## src/rtl/nonrestoring_divider.sv

```systemverilog
// Multi-cycle non-restoring divider: one quotient bit per cycle, then one fix-up cycle.
// Optional two's-complement mode is enabled by defining SIGNED_DIV_EN.
module nonrestoring_divider #(
    parameter int WIDTH = 8
) (
    input  logic             clk,
    input  logic             rst,
    input  logic             start,
    input  logic [WIDTH-1:0] dividend,
    input  logic [WIDTH-1:0] divisor,
    output logic             busy,
    output logic             done,
    output logic [WIDTH-1:0] quotient,
    output logic [WIDTH-1:0] remainder,
    output logic             div_by_zero
);

    localparam int CW = (WIDTH > 2) ? $clog2(WIDTH) : 1;

    typedef enum logic [1:0] {IDLE, CALC, FIX, DONE} state_t;

    state_t           state_q;
    logic [WIDTH:0]   r_q;
    logic [WIDTH-1:0] q_q;
    logic [WIDTH-1:0] d_q;
    logic [CW-1:0]    cnt_q;
    logic             busy_q;
    logic             done_q;
    logic [WIDTH-1:0] quo_q;
    logic [WIDTH-1:0] rem_q;
    logic             dbz_q;
`ifdef SIGNED_DIV_EN
    logic             neg_q_q;
    logic             neg_r_q;
`endif

    logic [WIDTH:0]   r_sh;
    logic [WIDTH:0]   r_step_d;
    logic [WIDTH-1:0] q_step_d;
    logic [WIDTH-1:0] rem_fix_d;
    logic [WIDTH-1:0] quo_fix_d;
    logic [WIDTH-1:0] a_mag_d;
    logic [WIDTH-1:0] b_mag_d;

    always_comb begin
        r_sh      = {r_q[WIDTH-1:0], q_q[WIDTH-1]};
        r_step_d  = r_q[WIDTH] ? (r_sh + {1'b0, d_q}) : (r_sh - {1'b0, d_q});
        q_step_d  = {q_q[WIDTH-2:0], ~r_step_d[WIDTH]};
        // The true remainder is below the divisor, so WIDTH bits suffice
        rem_fix_d = r_q[WIDTH-1:0] + (r_q[WIDTH] ? d_q : '0);
        quo_fix_d = q_q;
        a_mag_d   = dividend;
        b_mag_d   = divisor;
`ifdef SIGNED_DIV_EN
        if (neg_q_q) quo_fix_d = -q_q;
        if (neg_r_q) rem_fix_d = -rem_fix_d;
        if (dividend[WIDTH-1]) a_mag_d = -dividend;
        if (divisor[WIDTH-1]) b_mag_d = -divisor;
`endif
    end

    always_ff @(posedge clk or posedge rst) begin
        if (rst) begin
            state_q <= IDLE;
            r_q     <= '0;
            q_q     <= '0;
            d_q     <= '0;
            cnt_q   <= '0;
            busy_q  <= 1'b0;
            done_q  <= 1'b0;
            quo_q   <= '0;
            rem_q   <= '0;
            dbz_q   <= 1'b0;
`ifdef SIGNED_DIV_EN
            neg_q_q <= 1'b0;
            neg_r_q <= 1'b0;
`endif
        end else begin
            unique case (state_q)
                IDLE: begin
                    if (start) begin
                        busy_q <= 1'b1;
                        cnt_q  <= '0;
                        r_q    <= '0;
                        q_q    <= a_mag_d;
                        d_q    <= b_mag_d;
`ifdef SIGNED_DIV_EN
                        neg_q_q <= dividend[WIDTH-1] ^ divisor[WIDTH-1];
                        neg_r_q <= dividend[WIDTH-1];
`endif
                        if (divisor == '0) begin
                            quo_q   <= '1;
                            rem_q   <= dividend;
                            dbz_q   <= 1'b1;
                            done_q  <= 1'b1;
                            state_q <= DONE;
                        end else begin
                            state_q <= CALC;
                        end
                    end
                end
                CALC: begin
                    r_q   <= r_step_d;
                    q_q   <= q_step_d;
                    cnt_q <= cnt_q + CW'(1);
                    if (cnt_q == CW'(WIDTH - 1)) state_q <= FIX;
                end
                FIX: begin
                    quo_q   <= quo_fix_d;
                    rem_q   <= rem_fix_d;
                    dbz_q   <= 1'b0;
                    done_q  <= 1'b1;
                    state_q <= DONE;
                end
                DONE: begin
                    done_q  <= 1'b0;
                    busy_q  <= 1'b0;
                    state_q <= IDLE;
                end
                default: state_q <= IDLE;
            endcase
        end
    end

    assign busy        = busy_q;
    assign done        = done_q;
    assign quotient    = quo_q;
    assign remainder   = rem_q;
    assign div_by_zero = dbz_q;

endmodule

```

## config.mk

```make
export PLATFORM = sky130hd
export DESIGN_NAME = nonrestoring_divider
export DESIGN_NICKNAME = d
export VERILOG_FILES = /design/src/rtl/nonrestoring_divider.sv
export SDC_FILE = /design/constraint.sdc
export NUM_CORES = 1
export LEC_CHECK = 0
export CAP_MARGIN = 20
export CELL_PAD_IN_SITES_DETAIL_PLACEMENT = 0
export CELL_PAD_IN_SITES_GLOBAL_PLACEMENT = 1
export CORE_ASPECT_RATIO = 1.1
export CORE_MARGIN = 3
export CORE_UTILIZATION = 40
export DETAILED_ROUTE_END_ITERATION = 6
export PLACE_DENSITY_LB_ADDON = 0.15
export SYNTH_ARGS = -nofsm -noshare
export SYNTH_HDL_FRONTEND = slang
export SYNTH_SLANG_ARGS = --single-unit
```

## constraint.sdc

```tcl
create_clock -name clk -period 3.25 [get_ports clk]
set_input_delay 0.325 -clock clk [delete_from_list [all_inputs] [get_ports clk]]
set_output_delay 0.325 -clock clk [all_outputs]
set_load 0.03 [all_outputs]
```

After elaboration in Yosys (flattened, before gate mapping)
Index checks and enable logic that the tools add are counted.

word-level totals
  bits in registers = 49
  bits of input ports = 19
  output and inout bits = 19
  logic and storage cells = 58

operators by class
  $add $sub $neg = 4
  equal/unequal tests = 7
  multiplexer cells = 24
  bitwise logic cells = 1
  reduce and logical (&&, ||, !) cells = 12

operators with widths
  kind                   number
  $mux W8                6
  $pmux W8 S2            3
  $mux W9                2
  $pmux W9 S2            1
  $add A9 B8 Y9          1
  $sub A9 B8 Y9          1
  $add A8 B8 Y8          1
  $logic_not A8 Y1       1
  $pmux W2 S4            1
  $reduce_and A2 Y1      4
  $mux W2                3
  $ne A2 B2 Y1 const B   3
  $pmux W3 S2            1
  $reduce_and A3 Y1      2
  $reduce_bool A2 Y1     3
  $eq A2 B2 Y1 const B   2
  $pmux W1 S2            2
  $add A3 B1 Y3 const B  1
  $eq A3 B3 Y1 const B   1
  $mux W1                3
  $mux W3                1
  $pmux W1 S3            1
  $reduce_bool A3 Y1     1
  $eq A2 B1 Y1 const B   1
  2 further kinds        2

Logic depth before layout (Yosys ltp)
Gate-level depths: netlist of run 1.

  word-level depth = 4
  gate-level depth with buffers = 11
  gate-level depth less buffers = 10

Worst setup path after synthesis of run 1
No wires, ideal clock.

  path type = reg2reg
  from = register r_q[8]
  to = register r_q[6]
  library setup time = 0.122 ns
  arrival = 2.281 ns
  data required time = 3.128 ns
  setup slack = 0.848 ns
  cell stages (with the launch flop) = 11
  buffers on the path = 2
  period minus slack after synthesis = 2.402 ns
  cell sequence = dfrtp_1 -> clkbuf_1 -> clkbuf_1 -> nand2_1 -> o21ai_0 -> fa_1 -> nand3_1 -> a21boi_0 -> o21a_1 -> or3_1 -> a32o_1

on the way
  longest elaborated chain between the ends = 2

RTL lines
  what                    RTL line  text
  from (decl)             23        logic [WIDTH:0] r_q;
  from (signal assigned)  103       r_q <= r_step_d;
  $mux W9                 47        r_step_d = r_q[WIDTH] ? (r_sh + {1'b0, d_q}) : (r_sh - {1'b0, d_q});
  $pmux W9 S2             79        unique case (state_q)

No other way between the ends.
A chain may end at the register's enable or synchronous reset.

Worst setup path after layout of run 1
  from = register d_q[0]
  to = register r_q[5]

on the way
  longest elaborated chain between the ends = 3
  elaborated cells on any way between the ends = 4
  classes of those cells = add/sub (2); mux (2)

RTL lines
  what                                            RTL line  text
  from (decl)                                     25        logic [WIDTH-1:0] d_q;
  from (signal assigned)                          86        d_q <= b_mag_d;
  $sub A9 B8 Y9 or $add A9 B8 Y9 (tied branches)  47
  $mux W9 *                                       47
  $pmux W9 S2 *                                   79

Mark *: on every way between the ends. The rest lies on a longest branch, timed or not.

==> results of run 1 <==
layout make-up:
cell class | instances | area [sq um] | share of cell area [%]
clock inverter | 1 | 30.0 | 0.844
multi-input combinational | 227 | 1610 | 45.2
clock buffer | 7 | 86.3 | 2.43
inverter | 21 | 78.8 | 2.22
sequential | 49 | 1230 | 34.5
tap | 85 | 106 | 2.99
timing repair buffer | 42 | 420 | 11.8
flip-flops by register name (all words and copies together) (netlist names):
signal,flops
busy,1
cnt_q,3
d_q,8
div_by_zero,1
done,1
q_q,8
quotient,8
r_q,9
remainder,8
state_q,2
per-layer routing:
layer	wire (um)	up-vias	GRT usage (%)	part of all wire, %
met3	156	6	2.81	2.4
met1	3190	1081	23.4	48
met5	0	-	0	0
li1	-	1168	-	-
met4	71	0	3.84	1.1
met2	3210	26	26.4	48
path summary, 6_finish.rpt:
check | startpoint | to | slack [ns] | cells after the start
min in group clk | busy | busy | 0.49 | 2
max | d_q[0] | r_q[5] | 0.63 | 10
min reg2reg | busy | busy | 0.49 | 2
max reg2reg | d_q[0] | r_q[5] | 0.63 | 10
min | rst | remainder[3] | 0.33 | 2
max in group asynchronous | rst | state_q[0] | 2.41 | 3
critical path, cell delays in order, from the launching register on:
cell	delay, ns
dfrtp_1	0.45
inv_1	0.09
ha_1	0.28
inv_1	0.03
o21ai_0	0.29
ha_1	0.30
a21o_1	0.17
a21o_1	0.19
a21oi_1	0.38
mux2i_1	0.23
nand3_1	0.07
kinds of logic after synthesis:
family                   synth area share [%]
AO/OA/AOI/OAI                            17.2
XOR/XNOR                                 4.10
adder cells (fa/ha/maj)                  10.5
buffers and inverters                    5.19
flip-flops                               41.0
multiplexers                             7.03
AND/OR/NAND/NOR                          14.9
report_power, final:
group | leakage (nW) | internal (W) | switching (W)
sequential | 0.571 | 0.000900 | 0.000287
combinational | 0.943 | 0.00112 | 0.00141
clock | 0.0585 | 0.000251 | 0.000206
layout by cell type, fill, tap and decap left out, drive strengths merged, types with 7 or more instances in the layout:
cell	synthesis	layout
clkbuf	5	7
o21ai	19	19
mux2	8	8
mux2i	12	12
dfrtp	49	49
nor2	23	23
a31oi	11	11
ha	22	22
and2	8	8
nor3	7	7
inv	21	21
clkdlybuf4s50	0	37
a21oi	21	21
nand2	25	25
xor2	8	8
per-stage QoR:
step | instances | total power (W) | hold slack [ns] | cell area [sq um]
2_1_floorplan | 311 | 0.00308 | 0.468 | 2990
4_1_cts | 432 | 0.00422 | 0.335 | 3560
5_1_grt | 432 | 0.00456 | 0.361 | 3560
6_report | 432 | 0.00417 | 0.331 | 3560
3_5_place_dp | 424 | 0.00375 | 0.476 | 3440
3_3_place_gp | 423 | 0.00371 | 0.464 | 3420
==> impl_metrics.yaml, run 1 <==
layout:
  area_growth_pct: 19.0
  nets: 389
  diodes: 0
  layout-drive-gt1-share_pct: 7.20
  finish.utilization_pct: 49.9
  fill_cells: 694
timing:
  relSlewSlack_pct: 70.6
  fmax_ghz: 0.382
  finalCriticalPeriod_ns: 2.62
  tns_ns: 0
  finalSetupViolations: 0
  rsz0062_at_grt: "false"
  fin_skew_ns: 0.00890
  setup_ws_ns: 0.629
  tightestPinTransition_ns: 0.441
  hold_viol: 0
  min_period_over_period_pct: 80.6
  drv_slew: 0
grt:
  grt_pass1_wl_mm: 11.2
  gr-total-overflow: 0
  grt_max_degree: 34
  grt_pass1_vias: 2251
  grt.total_usage_pct: 16.6
  grt_antenna_before_repair: 0
yosys:
  synth_cell_types: 49
  synth_warnings: 0
  syn_area_sq_um: 2990
  synth_ff_type: "dfrtp_1"
  synth.top_cell.area_share_pct: 41.0
  syn_inst: 311
  synth_area_leaders: "dfrtp_1 (41%), ha_1 (9.2%), mux2i_1 (4.0%), a21oi_1 (3.5%), nand2_1 (3.1%)"
  avgSynthCellArea_sq_um: 9.61
  yosysTopAreaCell: "dfrtp_1"
  synth_edf_count: 0
  seq_area_frac_synth_pct: 41.0
  yosys-top-cells-count: "dfrtp_1 (49), nand2_1 (25), nor2_1 (23)"
  ys_async_sr_fraction_pct: 100
  syn_nets: 354
  synth_most_common_cell: "dfrtp_1"
  ys_ff_latch: 49
power:
  peakVddDrop_mv: 0.633
  p_leak_nw: 1.57
  p_per_area_nw_per_um2: 1170
cts:
  cts_made_buffers: 5
  ctsResizeCount: 0
  postCtsSetupBuffers: 0
  insertion_delay_ns: 0.30
  path_clk_slew_ns: 0.09
  cts_tree: "done"
  clk_path_buf_depth: 2
  htree_levels: 2
  cts_hold_buf: 0
  cts_sinks: 49
  cts-root-buf: "clkbuf_8"
routing:
  drt-total-wl_mm: 6.63
  drt_iter0_drc: 68
  viasPerCell: 5.28
  vias: 2281
  firstDrtPassIters: 4
  drc: 0
  antenna_left: 0
  routedWlPerCell_um: 15.3
outcome:
  status: "completed"
die:
  num_rows: 32
  ioPinCount: 38
  die_y_um: 96.7
  coreArea_sq_um: 7130
  fp.dieW_um: 88.4
  dieArea_sq_um: 8550
  start_util_pct: 41.9
worst_setup_path:
  end_kind: "register"
  crit_type: "reg -> reg"
  cp_data_required_time_ns: 3.43
  cp.arrival_ns: 2.81
  worst_setup_path_start_kind: "register"
  cp_max_fo: 6
place:
  portBuffers: 37
  pre_cts_ws_ns: 0.621
  place.gp.congestion: 0.820
  dpl.hpwl_mm: 5.02
job:
  drv_cap: 0
worst_hold_path:
  hold_path.class: "in -> async"
Power figures use the tool's default switching activity.
==> run 2: changes to the inputs <==
Settings changed: CORE_UTILIZATION 40 to 39.
Clock period 3.25 ns to 2.1 ns, I/O delays scaled along.
==> run 2 against run 1 <==
Against the previous run:
- the flow now finishes with violations (setup timing)
- critical path depth shrank 1
- largest cell class unchanged
- highest routed layer unchanged
- register-to-register slack worse by 0.82 ns
- non-clock buffer count up 46
==> impl_metrics.yaml, run 2 (synthesized netlist as in run 1, its figures left out) <==
outcome:
  status: "finished with violations"
  violations: "setup timing"
routing:
  firstDrtPassIters: 4
  viasPerCell: 5.22
  antenna_left: 0
  drt-total-wl_mm: 7.47
  drc: 0
  routedWlPerCell_um: 15.6
  vias: 2494
  drt_iter0_drc: 98
power:
  p_sw_share_pct: 43.0
  p_seq_share_pct: 22.6
  clockPowerShare_pct: 8.8
  pwr-share-comb_pct: 68.7
  p_per_area_nw_per_um2: 1950
  p_leak_nw: 1.82
  totalPowerFinal_w: 0.00807
  switchingPower_w: 0.00347
  peakVddDrop_mv: 1.47
  power.internal_w: 0.00460
layout:
  largest_reg_flops: 9
  multi_input_area_sq_um: 1810
  seq_area_sq_um: 1230
  diodes: 0
  layout_common_cells: "dfrtp_1 (44), buf_4 (44), clkdlybuf4s50_1 (37), nand2_1 (24), nor2_1 (21)"
  area_growth_pct: 38.5
  top_register: "r_q"
  nets: 435
  design_area_sq_um: 4140
  fill_cells: 674
  layout-drive-gt1-share_pct: 28.2
timing:
  rsz0062_at_grt: "true"
  relSlewSlack_pct: 61.5
  drv_slew: 0
  min_period_over_period_pct: 109
  finalSetupViolations: 5
  hold_viol: 0
  tightestPinTransition_ns: 0.577
  finalCriticalPeriod_ns: 2.29
  setup_ws_ns: -0.194
  fin_skew_ns: 0.00995
  fmax_ghz: 0.436
worst_hold_path:
  hold_path.class: "in -> async"
grt:
  grt.total_usage_pct: 17.8
  grt-busiest-layer: "met2"
  met1_usage_pct: 24.3
  grt_pass1_wl_mm: 12.4
  gr-total-overflow: 0
  use_met3_pct: 2.53
  met2_usage_pct: 29.7
  grt_max_degree: 31
  grt_antenna_before_repair: 0
  grt_pass1_vias: 2530
die:
  coreArea_sq_um: 7210
  num_rows: 32
  ioPinCount: 38
  die_y_um: 97.8
  dieArea_sq_um: 8750
  fp.dieW_um: 89.5
  start_util_pct: 41.5
cts:
  htree_levels: 2
  cts_sinks: 49
  cts_tree: "done"
  clk_path_buf_depth: 2
  insertion_delay_ns: 0.30
  cts_made_buffers: 5
  cts-root-buf: "clkbuf_8"
  path_clk_slew_ns: 0.09
worst_setup_path:
  cp_max_fo: 5
  cp_data_required_time_ns: 2.29
  crit_type: "reg -> reg"
  cp.arrival_ns: 2.48
  end_kind: "register"
  ff2ff_setup_slack_ns: -0.19
  worst_setup_path_start_kind: "register"
place:
  dpl.hpwl_mm: 5.63
  portBuffers: 37
  place.gp.congestion: 0.842
  pre_cts_ws_ns: -0.387
  postPlaceCellArea_sq_um: 3790
job:
  drv_cap: 0
## run 2: final cells by class
cell class / count / share of cell area [%]
Clock buffer: 7 / 2.09
Clock inverter: 1 / 0.725
Inverter: 21 / 1.90
Multi-Input combinational cell: 227 / 43.7
Sequential cell: 49 / 29.8
Tap cell: 85 / 2.57
Timing Repair Buffer: 88 / 19.3
## run 2: final timing paths
check                        from     endpoint  cells after the start
max                        d_q[2]       r_q[6]                      9
min                           rst  quotient[1]                      2
max reg2reg                d_q[2]       r_q[6]                      9
min reg2reg                  busy         busy                      2
max in group asynchronous     rst       r_q[8]                      3
min in group clk             busy         busy                      2
## run 2: power groups by stage
stage	sequential, W	combinational [W]	clock, W
6_report	0.00182	0.00554	0.000706
5_1_grt	0.00187	0.00611	0.000764
4_1_cts	0.00180	0.00520	0.000725
3_5_place_dp	0.00181	0.00500	0
3_3_place_gp	0.00179	0.00493	0
2_1_floorplan	0.00202	0.00285	0
## run 2: metal layers
layer / wire, um / up-vias
met5: 0 / -
met3: 177 / 5
met1: 3450 / 1201
met4: 65 / 0
met2: 3780 / 33
li1: - / 1255
## run 2: stage by stage
step           TNS (ns)  utilization (%)  instances  hold WS, ns
3_5_place_dp      -1.34             52.5        465        0.478
4_1_cts          -0.621             55.3        475        0.296
2_1_floorplan    -0.272                -        311        0.360
6_report         -0.567             57.4        478        0.274
5_1_grt           -1.27             57.4        478        0.328
3_3_place_gp      -1.14             52.5        465        0.462
## run 2: critical path: stages, from the launching register on
cell,delay (ns)
dfrtp_2,0.47
nor3_2,0.19
nor2_1,0.08
xor2_1,0.14
ha_1,0.33
a21oi_2,0.19
a21boi_2,0.08
o21a_1,0.17
or3_1,0.30
a32o_1,0.24
## run 2: repair_timing
| item | 4_1_cts | 5_1_grt |
|---|---|---|
| pin swaps | 8 | 27 |
| setup buffers | 2 | 4 |
| setup endpoints to repair | 9 | 15 |
| hold buffers | 0 | 0 |
| resized for setup | 20 | 27 |
